--- src/rtl/ball_motion_pkg.sv ---
// ball_motion_pkg: shared encodings and grid constants for the ball motion block.
package ball_motion_pkg;

    typedef enum logic [1:0] {DIR_UL, DIR_UR, DIR_DL, DIR_DR} dir_t;
    typedef enum logic [1:0] {IDLE, MOVE, LOST, OVER} state_t;

    localparam logic [3:0] GRID_MAX   = 4'd15;
    localparam logic [3:0] PADDLE_ROW = 4'd15;
    localparam logic [3:0] BRICK_ROWS = 4'd7;

endpackage

--- src/rtl/ball_step.sv ---
// ball_step: one-tick combinational ball move with wall, brick and paddle bounces.
module ball_step
    import ball_motion_pkg::*;
#(
    parameter int PADDLE_W = 4
) (
    input  logic [3:0]  row,
    input  logic [3:0]  col,
    input  logic [1:0]  dir,
    input  logic [55:0] bricks,
    input  logic [3:0]  paddle_col,
    output logic [3:0]  row_next,
    output logic [3:0]  col_next,
    output logic [1:0]  dir_next,
    output logic        miss
);
    localparam logic [3:0] PAD_SPAN = 4'(PADDLE_W - 1);

    logic       h_flip, right, down, top, brick, at_paddle, overlap, hit;
    logic [3:0] row_step;
    logic [2:0] brick_row;
    logic [5:0] brick_idx;

    assign h_flip   = dir[0] ? (col == GRID_MAX) : (col == 4'd0);
    assign right    = dir[0] ^ h_flip;
    assign col_next = right ? col + 4'd1 : col - 4'd1;

    assign down     = dir[1];
    assign row_step = down ? row + 4'd1 : row - 4'd1;
    assign top      = !down && row == 4'd0;

    // Bricks are checked at the cell the ball is about to enter
    assign brick_row = row_step[2:0] - 3'd1;
    assign brick_idx = {brick_row, col_next[3:1]};
    assign brick     = !top && row_step != 4'd0 && row_step <= BRICK_ROWS && bricks[brick_idx];

    assign at_paddle = down && row == PADDLE_ROW - 4'd1;
    assign overlap   = col_next >= paddle_col && col_next <= paddle_col + PAD_SPAN;
    assign hit       = at_paddle && overlap;
    assign miss      = at_paddle && !overlap;

    assign row_next = top ? 4'd1 : (brick || hit) ? row : row_step;
    assign dir_next = {down ^ (top || brick || hit), right};

endmodule

--- src/rtl/ball_motion.sv ---
// ball_motion: ball position/direction FSM for a brick-breaker game, stepping on tick.
module ball_motion
    import ball_motion_pkg::*;
#(
    parameter int LIVES_INIT = 3,
    parameter int PADDLE_W   = 4
) (
    input  logic        clock,
    input  logic        reset,
    input  logic        tick,
    input  logic        start,
    input  logic [3:0]  paddle_col,
    input  logic [55:0] Bricks,
    output logic [3:0]  Ball_rowIndex,
    output logic [3:0]  Ball_colIndex,
    output logic [1:0]  Ball_direction,
    output logic [2:0]  lives,
    output logic        game_over
);
    localparam logic [3:0] PAD_MAX = 4'(16 - PADDLE_W);

    state_t     state, state_next;
    logic       lost_tick;
    logic       miss;
    logic [3:0] pad, row_next, col_next;
    logic [1:0] dir_next;

    assign pad = paddle_col > PAD_MAX ? PAD_MAX : paddle_col;

    ball_step #(.PADDLE_W(PADDLE_W)) u_step (
        .row        (Ball_rowIndex),
        .col        (Ball_colIndex),
        .dir        (Ball_direction),
        .bricks     (Bricks),
        .paddle_col (pad),
        .row_next   (row_next),
        .col_next   (col_next),
        .dir_next   (dir_next),
        .miss       (miss)
    );

    always_comb begin
        state_next = state;
        case (state)
            IDLE:    state_next = start ? MOVE : IDLE;
            MOVE:    state_next = (tick && miss) ? LOST : MOVE;
            LOST:    state_next = (tick && lost_tick) ? (lives != 3'd0 ? IDLE : OVER) : LOST;
            default: state_next = state;
        endcase
    end

    always_ff @(posedge clock) begin
        if (reset) begin
            state          <= IDLE;
            Ball_rowIndex  <= PADDLE_ROW - 4'd1;
            Ball_colIndex  <= 4'd1;
            Ball_direction <= DIR_UR;
            lives          <= 3'(LIVES_INIT);
            lost_tick      <= 1'b0;
            game_over      <= 1'b0;
        end else begin
            state     <= state_next;
            game_over <= state_next == OVER;
            if (state == IDLE) begin
                Ball_rowIndex  <= PADDLE_ROW - 4'd1;
                Ball_colIndex  <= pad + 4'd1;
                Ball_direction <= DIR_UR;
                lost_tick      <= 1'b0;
            end
            if (state == MOVE && tick) begin
                Ball_rowIndex  <= row_next;
                Ball_colIndex  <= col_next;
                Ball_direction <= dir_next;
                lives          <= lives - {2'b00, miss};
            end
            // first tick in LOST arms the return on the second
            if (state == LOST && tick)
                lost_tick <= 1'b1;
        end
    end

endmodule

--- config.mk ---
export PLATFORM = sky130hd
export DESIGN_NAME = ball_motion
export DESIGN_NICKNAME = d
export VERILOG_FILES = /design/src/rtl/ball_motion_pkg.sv /design/src/rtl/ball_step.sv /design/src/rtl/ball_motion.sv
export SDC_FILE = /design/constraint.sdc
export NUM_CORES = 1
export LEC_CHECK = 0
export BUFFER_PORTS_ARGS = -buffer_cell sky130_fd_sc_hd__buf_2
export CAP_MARGIN = 0
export CELL_PAD_IN_SITES_DETAIL_PLACEMENT = 0
export CELL_PAD_IN_SITES_GLOBAL_PLACEMENT = 2
export CORE_MARGIN = 2
export CORE_UTILIZATION = 30
export CTS_CLUSTER_SIZE = 25
export DETAILED_ROUTE_END_ITERATION = 8
export HOLD_SLACK_MARGIN = 0.12
export PLACE_DENSITY_LB_ADDON = 0.3
export SYNTH_ARGS = -nofsm -noshare
export SYNTH_HDL_FRONTEND = slang
export SYNTH_SLANG_ARGS = --single-unit
--- constraint.sdc ---
create_clock -name clock -period 6.2 [get_ports clock]
set_input_delay 1.24 -clock clock [delete_from_list [all_inputs] [get_ports clock]]
set_output_delay 1.24 -clock clock [all_outputs]
set_load 0.05 [all_outputs]
# ---- Word-level counts from Yosys, hierarchy flattened
# Cells that the tools add are included.
dict set report word_totals {
  reg_bits 17
  out_inout_bits 14
  inputBits 64
}
dict set report op_classes {
  bitwise_logic 2
  addsub 8
  mux 21
  n_reduce_logical 26
  eq_ne 6
  magnitude_cmp 5
}
# operator count
set ops {}
lappend ops {{2-to-1 mux 4 bit} 9}
lappend ops {{adder 4 x 1 -> 4 bit, second input constant} 3}
lappend ops {{logical AND 1 bit} 12}
lappend ops {{2-to-1 mux 2 bit} 5}
lappend ops {{equality test 4 bit, second input constant} 2}
lappend ops {{zero test 4 bit} 2}
lappend ops {{subtractor 4 x 1 -> 4 bit, second input constant} 2}
lappend ops {{< comparator 6 x 7 -> 1 bit, second input constant} 1}
lappend ops {{binary-select mux 1 bit (select 6 bit)} 1}
lappend ops {{case mux 2 bit (3 select lines)} 1}
lappend ops {{2-to-1 mux 1 bit} 5}
lappend ops {{adder 4 x 2 -> 4 bit, second input constant} 1}
lappend ops {{equality test 2 bit, second input constant} 2}
lappend ops {{>= comparator 4 bit} 1}
lappend ops {{> comparator 4 bit, second input constant} 1}
lappend ops {{<= comparator 4 x 3 -> 1 bit, second input constant} 1}
lappend ops {{<= comparator 4 bit} 1}
lappend ops {{nonzero test 2 bit} 2}
lappend ops {{nonzero test 4 bit} 1}
lappend ops {{zero test 1 bit} 3}
lappend ops {{logical OR 1 bit} 3}
lappend ops {{!= test 3 x 2 -> 1 bit, second input constant} 1}
lappend ops {{nonzero test 3 bit} 1}
lappend ops {{subtractor 3 x 1 -> 3 bit} 1}
lappend ops {{5 further kinds} 6}

# ---- Longest topological paths before layout
# Gate-level depths: netlist of run 1.
dict set report logic_depth {
  ltp_word 12
  mapped_depth 21
  mapped_depth_nobuf 19
}

# ---- By module
# A second synthesis of run 1 with hierarchy kept.
dict set report hier_totals {
  cells_unflattened 232
  hier_area_um2 2043.2
}
# module cells_each instances area_each_um2 seq_area_each_um2
set modules_own_cells {}
lappend modules_own_cells {ball_step 139 1 1243.7 0.0}
lappend modules_own_cells {ball_motion 93 1 799.5 340.3}

# ---- Worst setup path before layout of run 1
# OpenSTA, ideal clock, no wires.
dict set report synth_timing {
  path_type {reg-to-reg}
  start {register Ball_colIndex[2]}
  end {register lives[1]}
  arrival_time_ns 4.036
  period_less_slack_ns 4.156
  setup_slack_ns 2.044
  stages_incl_launch_ff 21
  setup_ns 0.120
  cell_sequence {dfxtp_1 > buf_2 > nor3_1 > o21bai_1 > o21ai_0 > xnor2_1 > ha_1 > or4b_4 > a31oi_2 > or3_1 > buf_6 > ha_1 > o21a_1 > o21ai_0 > nand2b_1 > a21oi_1 > nor2_1 > ha_1 > ha_1 > nor2_1 > a211o_1}
}
dict set report synth_between {
  elab_chain_len 9
}
# item line
set synth_lines {}
lappend synth_lines {{from (decl)} ball_motion.sv:15} ;# output logic [3:0] Ball_colIndex,
lappend synth_lines {{from (signal assigned)} ball_motion.sv:66} ;# Ball_colIndex <= pad + 4'd1;
lappend synth_lines {{from (signal assigned)} ball_motion.sv:72} ;# Ball_colIndex <= col_next;
lappend synth_lines {{equality test 4 bit / zero test 4 bit (equally long branches)} ball_step.sv:24} ;# assign h_flip = dir[0] ? (col == GRID_MAX) : (col == 4'd0);
lappend synth_lines {{2-to-1 mux 1 bit} ball_step.sv:24}
lappend synth_lines {{XOR 1 bit} ball_step.sv:25} ;# assign right = dir[0] ^ h_flip;
lappend synth_lines {{2-to-1 mux 4 bit (*)} ball_step.sv:26} ;# assign col_next = right ? col + 4'd1 : col - 4'd1;
lappend synth_lines {{>= comparator 4 bit / <= comparator 4 bit (equally long branches)} ball_step.sv:38} ;# assign overlap = col_next >= paddle_col && col_next <= paddle_col + PAD_SPAN;
lappend synth_lines {{logical AND 1 bit (*)} ball_step.sv:38}
lappend synth_lines {{zero test 1 bit (*)} ball_step.sv:40} ;# assign miss = at_paddle && !overlap;
lappend synth_lines {{logical AND 1 bit (*)} ball_step.sv:40}
lappend synth_lines {{subtractor 3 x 1 -> 3 bit (*)} ball_motion.sv:74} ;# lives <= lives - {2'b00, miss};
lappend synth_lines {{to (signal assigned)} ball_motion.sv:58} ;# lives <= 3'(LIVES_INIT);
lappend synth_lines {{to (signal assigned)} ball_motion.sv:74}
lappend synth_lines {{to (decl)} ball_motion.sv:17} ;# output logic [2:0] lives,
# Every way passes the cells marked *; elsewhere a longest branch is shown, timed or not.
# A chain may end at the register's enable or synchronous reset.

# ---- Worst setup path after layout of run 1
dict set report layout_timing {
  start {register Ball_colIndex[1]}
  end {register Ball_rowIndex[3]}
}
dict set report layout_between {
  elab_chain_len 10
}
# item line
set layout_lines {}
lappend layout_lines {{equality test 4 bit / zero test 4 bit (equally long branches)} ball_step.sv:24}
lappend layout_lines {{2-to-1 mux 1 bit} ball_step.sv:24}
lappend layout_lines {{XOR 1 bit} ball_step.sv:25}
lappend layout_lines {{2-to-1 mux 4 bit (*)} ball_step.sv:26}
lappend layout_lines {{binary-select mux 1 bit (select 6 bit), or another cell as far along} ball_step.sv:35} ;# assign brick = !top && row_step != 4'd0 && row_step <= BRICK_ROWS && bricks[brick_idx];
lappend layout_lines {{2-to-1 mux 1 bit (implied by the code) / logical AND 1 bit (equally long branches)} {ball_step.sv:35, ball_step.sv:38}}
lappend layout_lines {{logical AND 1 bit (on tied branches)} {ball_step.sv:35, ball_step.sv:39}}
lappend layout_lines {{logical OR 1 bit (*)} ball_step.sv:42} ;# assign row_next = top ? 4'd1 : (brick || hit) ? row : row_step;
lappend layout_lines {{!= test 3 x 2 -> 1 bit (no source line) (*)} n/a}
lappend layout_lines {{AND reduction 2 bit (no source line) (*)} n/a}
lappend layout_lines {{to (signal assigned)} ball_motion.sv:55} ;# Ball_rowIndex <= PADDLE_ROW - 4'd1;
lappend layout_lines {{to (signal assigned)} ball_motion.sv:65} ;# Ball_rowIndex <= PADDLE_ROW - 4'd1;
lappend layout_lines {{to (signal assigned)} ball_motion.sv:71} ;# Ball_rowIndex <= row_next;
lappend layout_lines {{to (decl)} ball_motion.sv:14} ;# output logic [3:0] Ball_rowIndex,
# Every way passes the cells marked *; elsewhere a longest branch is shown, timed or not. The select of a mux whose other input is x is not followed.

==> results.txt, run 1 <==
----------------------------------------------------
[Run status]
  Run status ... finished clean

[Pwr]
  Power density cells ... 167 nW/um^2
  Peak ir drop on the vdd network ... 0.0908 mV
  Switching portion of total power ... 37.1%
  Internal power consumption ... 0.246 mW
  Net Sw Power ... 0.145 mW
  Clock network fraction of design power ... 22.5%
  Power share of the combinational group ... 45.6%
  Leak pwr ... 1.07 nW
  Sequential power share ... 31.8%

[Worst setup path]
  Crit Reg-Reg Startpoint ... Ball_colIndex[1]
  Crit path capture type ... register
  Length in cells of the worst reg-to-reg path ... 13
  Type of the worst setup path ... reg2reg
  Startpoint of the most critical setup path ... Ball_colIndex[1]
  Worst reg2reg setup slack ... 1.77 ns
  Required time worst endpoint ... 6.35 ns
  Capturing point of the worst reg2reg path ... Ball_rowIndex[3]
  CP Data Arrival Time ... 4.57 ns
  Highest fanout seen on the critical path ... 17
  Crit path launch type ... register

[Detailed routing]
  Iteration-0 DRC Markers ... 45
  Via/cell ratio ... 5.31
  First-pass iteration count of the detailed router ... 4
  Number of antenna-violating nets in the routed design ... 0
  Detailed Route WL ... 5290 microns
  DRC errors left ... 0
  Total via count after detailed routing ... 1852
  Average wire length per cell after detail routing ... 15.2 microns

[Timing]
  Worst slew slack as a fraction of its limit ... 37.7%
  Final hold violations ... 0
  Skew final ... 0.00642 ns
  Slew of the pin with the lowest slew margin ... 0.934 ns
  Post-route worst hold slack ... 0.493 ns
  Tmin final ... 4.43 ns
  Setup TNS ... 0 ns
  Fin crit share ... 71.4%
  Upper clock frequency limit ... 226 MHz
  Total of endpoints with negative setup slack in the final report ... 0
  Final count of pins violating max slew ... 0
  RSZ-0062 raised after global routing ... false

[Global route]
  GR Overflow Total ... 0
  First-pass GRT wire length ... 8850 microns
  Overall global routing resource usage ... 15.4%
  Met1 global-route usage ... 20.6%
  Largest net degree at the start of global routing ... 22
  Routing usage on met3 ... 2.58%
  Met2 usage ... 25.8%
  Vias in the first global route ... 1849
  GRT Max-Usage Layer ... met2
  Antenna violations before repair ... 0

[Final layout]
  Area growth from synthesis to layout ... 25.3%
  Diode insertion count for antenna repair ... 0
  Fraction of layout cells with a size suffix above 1 ... 38.3%
  Count of placed standard cells in the final layout, fillers left out ... 349
  Final #Nets ... 357

[Logic synthesis]
  Most frequent cells after synthesis ... nor2_1, dfxtp_1, ha_1
  Cell taking the most area after synthesis ... dfxtp_1
  Ys async rst share ... 0%
  Instance count of the mapped netlist ... 202
  Synth area leaders ... dfxtp_1, mux4_2, ha_1
  Average footprint of a synthesized cell ... 9.25 sq um
  Number of nets produced by synthesis ... 284
  Count of flip-flops with a built-in enable after synthesis ... 0
  Sequential-to-total area share from yosys stat ... 18.2%
  Area share of the largest cell type after synthesis ... 18.2%
  Flip-flop cell with the highest count after synthesis ... dfxtp_1
  Mapped Area ... 1870 sq um
  Count of cell types in the netlist ... 54
  Flip-flop and latch count after synthesis ... 17
  Yosys warning total ... 0
  Library cell with the highest instance count after synthesis ... nor2_1

[Clock network]
  Total CTS buffers ... 3
  # Post-CTS Setup Buffers ... 0
  Cts repair resizes ... 0
  TritonCTS clock tree ... yes
  Root Buffer Master ... clkbuf_8
  Number of hold buffers added after cts ... 0
  Clock H-tree levels ... 1
  Maximum number of buffers from clock root to sink ... 2
  Worst-path clk slew ... 0.08 ns
  Clk sink count ... 17
  Latest clock arrival within the worst-skew pair ... 0.26 ns

[Die]
  Total Die Area ... 6880 sq um
  Initial Util ... 31.4%
  X dimension of the die ... 82.9 microns
  Ports ... 78
  Placement Rows ... 28
  Die Ht ... 82.9 microns
  Placeable Area ... 5960 sq um

[Worst hold path]
  Hold Startpoint ... lost_tick
  Hold endpoint ... lost_tick
  Hold/Removal Path Class ... reg2reg
  Cell depth of the worst min-delay path ... 1

[Placed design]
  HPWL after detailed placement ... 4210 microns
  Total instance count after detailed placement ... 345
  Number of port buffers ... 77
  Routability cong. ... 0.779

[Flow run]
  Number of maximum-capacitance violations ... 0

----------------------------------------------------
## power by group through the flow
stage	logic (mW)	clock network, mW	registers [mW]
2_1_floorplan	0.129	0	0.134
3_3_place_gp	0.180	0	0.127
3_5_place_dp	0.180	0	0.127
4_1_cts	0.182	0.0929	0.124
5_1_grt	0.199	0.0957	0.126
6_report	0.179	0.0881	0.124
## per-stage QoR
step	instance area, sq um	setup slack [ns]	power (mW)	utilization (%)
final	2340	1.77	0.391	39.3
after global routing	2340	1.47	0.420	39.3
after CTS	2340	1.70	0.400	39.3
after detailed placement	2300	1.74	0.308	38.6
after global placement	2300	1.87	0.307	38.6
after floorplan	1870	2.04	0.263	-
## registers in the layout (all words and copies together) (netlist names)
register,flops
Ball_rowIndex,4
lost_tick,1
state,2
Ball_colIndex,4
Ball_direction,2
game_over,1
lives,3
## final cells by class
type,count,area (sq um)
multi-input cells,164,1430
fillers,632,3610
repair buffers,77,385
inverters,12,45.0
clock buffers,3,41.3
well taps,75,93.8
clock inverters,1,5.00
flip-flops and latches,17,340
## critical path, cell delays in order, from the launching register on
cell,delay (ns)
dfxtp_1,0.52
nor3_1,0.10
o21bai_1,0.13
o21ai_0,0.14
xnor2_1,0.16
ha_1,0.91
mux4_2,0.60
mux2_2,0.28
nor4_1,0.30
a311oi_2,0.11
o311ai_4,0.33
nand2_1,0.17
and2_4,0.20
o32a_1,0.34
## how the worst max path moves through the flow
stage / end / cells after the start
2_1_floorplan: lives[1] / 20
5_1_grt: Ball_rowIndex[3] / 13
3_3_place_gp: Ball_rowIndex[3] / 13
4_1_cts: Ball_rowIndex[3] / 13
6_report: Ball_rowIndex[3] / 13
3_5_place_dp: Ball_rowIndex[3] / 13
## layer usage
metal  vias to the layer above  part of all wire, %
li1                        915                    -
met1                       870                   48
met2                        63                   45
met3                         4                  5.9
met4                         0                 0.89
met5                         -                    0
## cell families (layout without fill, tap and decap cells)
group                    after synthesis  in the layout  share of synthesized area (%)
AO/OA/AOI/OAI                         50             50                           21.1
XOR/XNOR                              10             10                           5.42
adder cells (fa/ha/maj)               18             18                           12.4
buffers and inverters                 21             93                           5.22
flip-flops                            17             17                           18.2
multiplexers                          17             17                           18.6
AND/OR/NAND/NOR                       69             69                           19.0
## placed cells by master (no fill, tap or decap), drive strengths merged, types with 4 or more instances in the layout
| cell | Yosys | layout |
|---|---|---|
| xnor2 | 4 | 4 |
| buf | 5 | 77 |
| inv | 12 | 12 |
| nand2 | 15 | 15 |
| a21oi | 9 | 9 |
| o21ai | 6 | 6 |
| dfxtp | 17 | 17 |
| xor2 | 5 | 5 |
| nor2 | 19 | 19 |
| nor3 | 8 | 8 |
| mux4 | 14 | 14 |
| a21boi | 4 | 4 |
| a31oi | 4 | 4 |
| nor2b | 5 | 5 |
| a211o | 5 | 5 |
| ha | 17 | 17 |
Power figures use the tool's default switching activity.
==> inputs of run 2 (changes only) <==
- CORE_UTILIZATION: 30 -> 25
- clock period: 6.2 -> 3.6 ns (I/O delays scaled with it)
==> run 2 against run 1 <==
Against the previous run:
- setup slack lost 1.6 ns
- clock skew decreased by 0.0031 ns
- cell count grew 11%
- sequential share of layout area is 0.86 points lower
- final area increased by 9.8%
- total power rose by 84%
- critical path type unchanged
- critical endpoint is now lives[1]
- largest cell class unchanged
- largest power group unchanged
==> results.txt, run 2 (same netlist as run 1, synthesis figures left out) <==
----------------------------------------------------
[Final layout]
  Final #Nets ... 371 (+3.9%)
  Post-layout instance area ... 2570 sq um (+9.8%)
  Registers with the most flip-flops ... Ball_colIndex x4, Ball_rowIndex x4, lives x3
  Area growth from synthesis to layout ... 37.6%
  Fraction of layout cells with a size suffix above 1 ... 47.2% (+8.9 points)
  Leading cell type in the layout, fill and taps excluded ... buf_2
  Top library cells by usage in the layout, fill and taps aside ... buf_2, nor2_1, nand2_1
  Final Util ... 35.4% (-3.9 points)
  Diode insertion count for antenna repair ... 0 (unchanged)

[Timing]
  Skew final ... 0.00336 ns (-0.00307 ns)
  Tmin final ... 3.41 ns (-1.02 ns)
  Worst slew slack as a fraction of its limit ... 50.1% (+12 points)
  Fin crit share ... 94.6% (+23 points)
  Upper clock frequency limit ... 294 MHz (+30%)
  Setup TNS ... 0 ns (unchanged)
  Final count of pins violating max slew ... 0 (unchanged)
  Final hold violations ... 0 (unchanged)
  Slew of the pin with the lowest slew margin ... 0.743 ns (-0.191 ns)
  Total of endpoints with negative setup slack in the final report ... 0 (unchanged)

[Worst setup path]
  Highest fanout seen on the critical path ... 5 (-12)
  Crit path launch type ... register
  Required time worst endpoint ... 3.75 ns (-2.60 ns)
  Worst stage delay on the critical path ... 0.47 ns (-0.44 ns)
  Crit path capture type ... register
  Chain of cells forming the critical path ... and3_1 > o21ai_2 > xnor2_2 > ha_4 > or4b_4 > a31oi_4 > or3_4 > ha_4 > o21a_1 > o21ai_1 > nand2b_1 > a21oi_2 > nor2_1 > ha_2 > ha_1 > nor2_1 > a211o_1
  Length in cells of the worst reg-to-reg path ... 17 (+4)
  Critical Path Slowest Stage Cell ... or4b_4
  Capturing point of the worst reg2reg path ... lives[1]
  Type of the worst setup path ... reg2reg
  Worst reg2reg setup slack ... 0.19 ns (-1.58 ns)
  CP Data Arrival Time ... 3.56 ns (-1.01 ns)
  Crit Reg-Reg Startpoint ... Ball_colIndex[3]

[Global route]
  Vias in the first global route ... 1849 (unchanged)
  GR Overflow Total ... 0 (unchanged)
  Antenna violations before repair ... 0 (unchanged)
  Overall global routing resource usage ... 13.4% (-2.0 points)
  First-pass GRT wire length ... 9110 microns (+3.0%)
  Largest net degree at the start of global routing ... 21 (-4.5%)

[Die]
  Initial Util ... 25.8% (-5.6 points)
  Placement Rows ... 31 (+11%)
  Die Ht ... 90.5 microns (+9.1%)
  Placeable Area ... 7250 sq um (+22%)
  Total Die Area ... 8180 sq um (+19%)
  Ports ... 78 (unchanged)
  X dimension of the die ... 90.5 microns (+9.1%)

[Detailed routing]
  First-pass iteration count of the detailed router ... 4 (unchanged)
  DRC errors left ... 0 (unchanged)
  Detailed Route WL ... 5590 microns (+5.5%)
  Via/cell ratio ... 4.88 (-8.0%)
  Number of antenna-violating nets in the routed design ... 0 (unchanged)
  Total via count after detailed routing ... 1890 (+2.1%)
  Average wire length per cell after detail routing ... 14.4 microns (-4.8%)
  Iteration-0 DRC Markers ... 62 (+38%)

[Pwr]
  Switching portion of total power ... 36.9% (-0.18 points)
  Net Sw Power ... 0.266 mW (+83%)
  Power density cells ... 280 nW/um^2 (+68%)
  Peak ir drop on the vdd network ... 0.115 mV (+26%)
  Internal power consumption ... 0.454 mW (+85%)
  Sequential power share ... 28.3% (-3.5 points)
  Leak pwr ... 1.15 nW (+7.7%)
  Power share of the combinational group ... 51.0% (+5.4 points)
  Clock network fraction of design power ... 20.8% (-1.7 points)

[Clock network]
  Total CTS buffers ... 3 (unchanged)
  Worst-path clk slew ... 0.08 ns (about the same)
  Clk sink count ... 17 (unchanged)
  Number of hold buffers added after cts ... 0 (unchanged)
  Maximum number of buffers from clock root to sink ... 2 (unchanged)
  Latest clock arrival within the worst-skew pair ... 0.25 ns (about the same)
  Clock H-tree levels ... 1 (unchanged)
  Root Buffer Master ... clkbuf_8
  TritonCTS clock tree ... yes

[Worst hold path]
  Cell depth of the worst min-delay path ... 1 (unchanged)
  Hold Startpoint ... lost_tick
  Hold endpoint ... lost_tick
  Hold/Removal Path Class ... reg2reg

[Flow run]
  Number of maximum-capacitance violations ... 0 (unchanged)

[Placed design]
  HPWL after detailed placement ... 4570 microns (+8.5%)
  Number of port buffers ... 77 (unchanged)
  Cell area after placement ... 2480 sq um (+8.1%)
  Routability cong. ... 0.760 (-2.5%)

[Run status]
  Run status ... finished clean

----------------------------------------------------
## run 2: area by class of cell
class | instances | area, sq um
Timing Repair Buffer | 91 | 490
Inverter | 12 | 45.0
Fill cell | 786 | 4680
Clock inverter | 1 | 5.00
Multi-Input combinational cell | 164 | 1510
Clock buffer | 3 | 41.3
Tap cell | 99 | 124
Sequential cell | 17 | 352
## run 2: stage by stage
step | power (mW) | hold WS (ns) | std cells | setup WS, ns
after floorplan | 0.466 | 0.455 | 202 | -0.0639
after global placement | 0.563 | 0.474 | 383 | 0.0703
after detailed placement | 0.565 | 0.481 | 383 | 0.0134
after CTS | 0.718 | 0.506 | 387 | 0.00416
after global routing | 0.774 | 0.530 | 387 | -0.0103
final | 0.720 | 0.505 | 387 | 0.193
## run 2: worst max path at each step
stage,startpoint,to,slack (ns)
global route,Ball_colIndex[2],lives[1],-0.01
CTS,Ball_colIndex[3],Ball_rowIndex[3],0.004
global placement,Ball_colIndex[3],Ball_rowIndex[3],0.07
floorplan,Ball_colIndex[2],lives[1],-0.06
finish,Ball_colIndex[3],lives[1],0.19
detailed placement,Ball_colIndex[3],Ball_rowIndex[3],0.01
## run 2: metal layers
metal,part of all wire [%],up-vias,GRT usage (%)
met5,0,-,0
met4,0.34,0,1.92
met3,5.8,2,2.17
met2,46,62,22.3
met1,48,888,18.6
li1,-,938,-
## run 2: power by group through the flow
| stage | logic, mW | registers, mW | clock network (mW) |
|---|---|---|---|
| after floorplan | 0.234 | 0.233 | 0 |
| after global placement | 0.355 | 0.208 | 0 |
| after detailed placement | 0.357 | 0.208 | 0 |
| after CTS | 0.359 | 0.204 | 0.156 |
| after global routing | 0.405 | 0.205 | 0.164 |
| final | 0.367 | 0.204 | 0.149 |
## run 2: repair_timing
item	4_1_cts	5_1_grt
hold endpoints to repair	0	0
setup endpoints to repair	0	10
buffers inserted	0	0
gates resized for setup	0	7
## run 2: worst max-delay path: cells and delay by family, from the launching register on
kind                       cells  cell delay [ns]
and+or+nand+nor                6             1.04
DFF                            1             0.34
AOI/OAI and AO/OA              6             0.97
adders and majority gates      4             0.81
xor gates and xnor gates       1             0.15
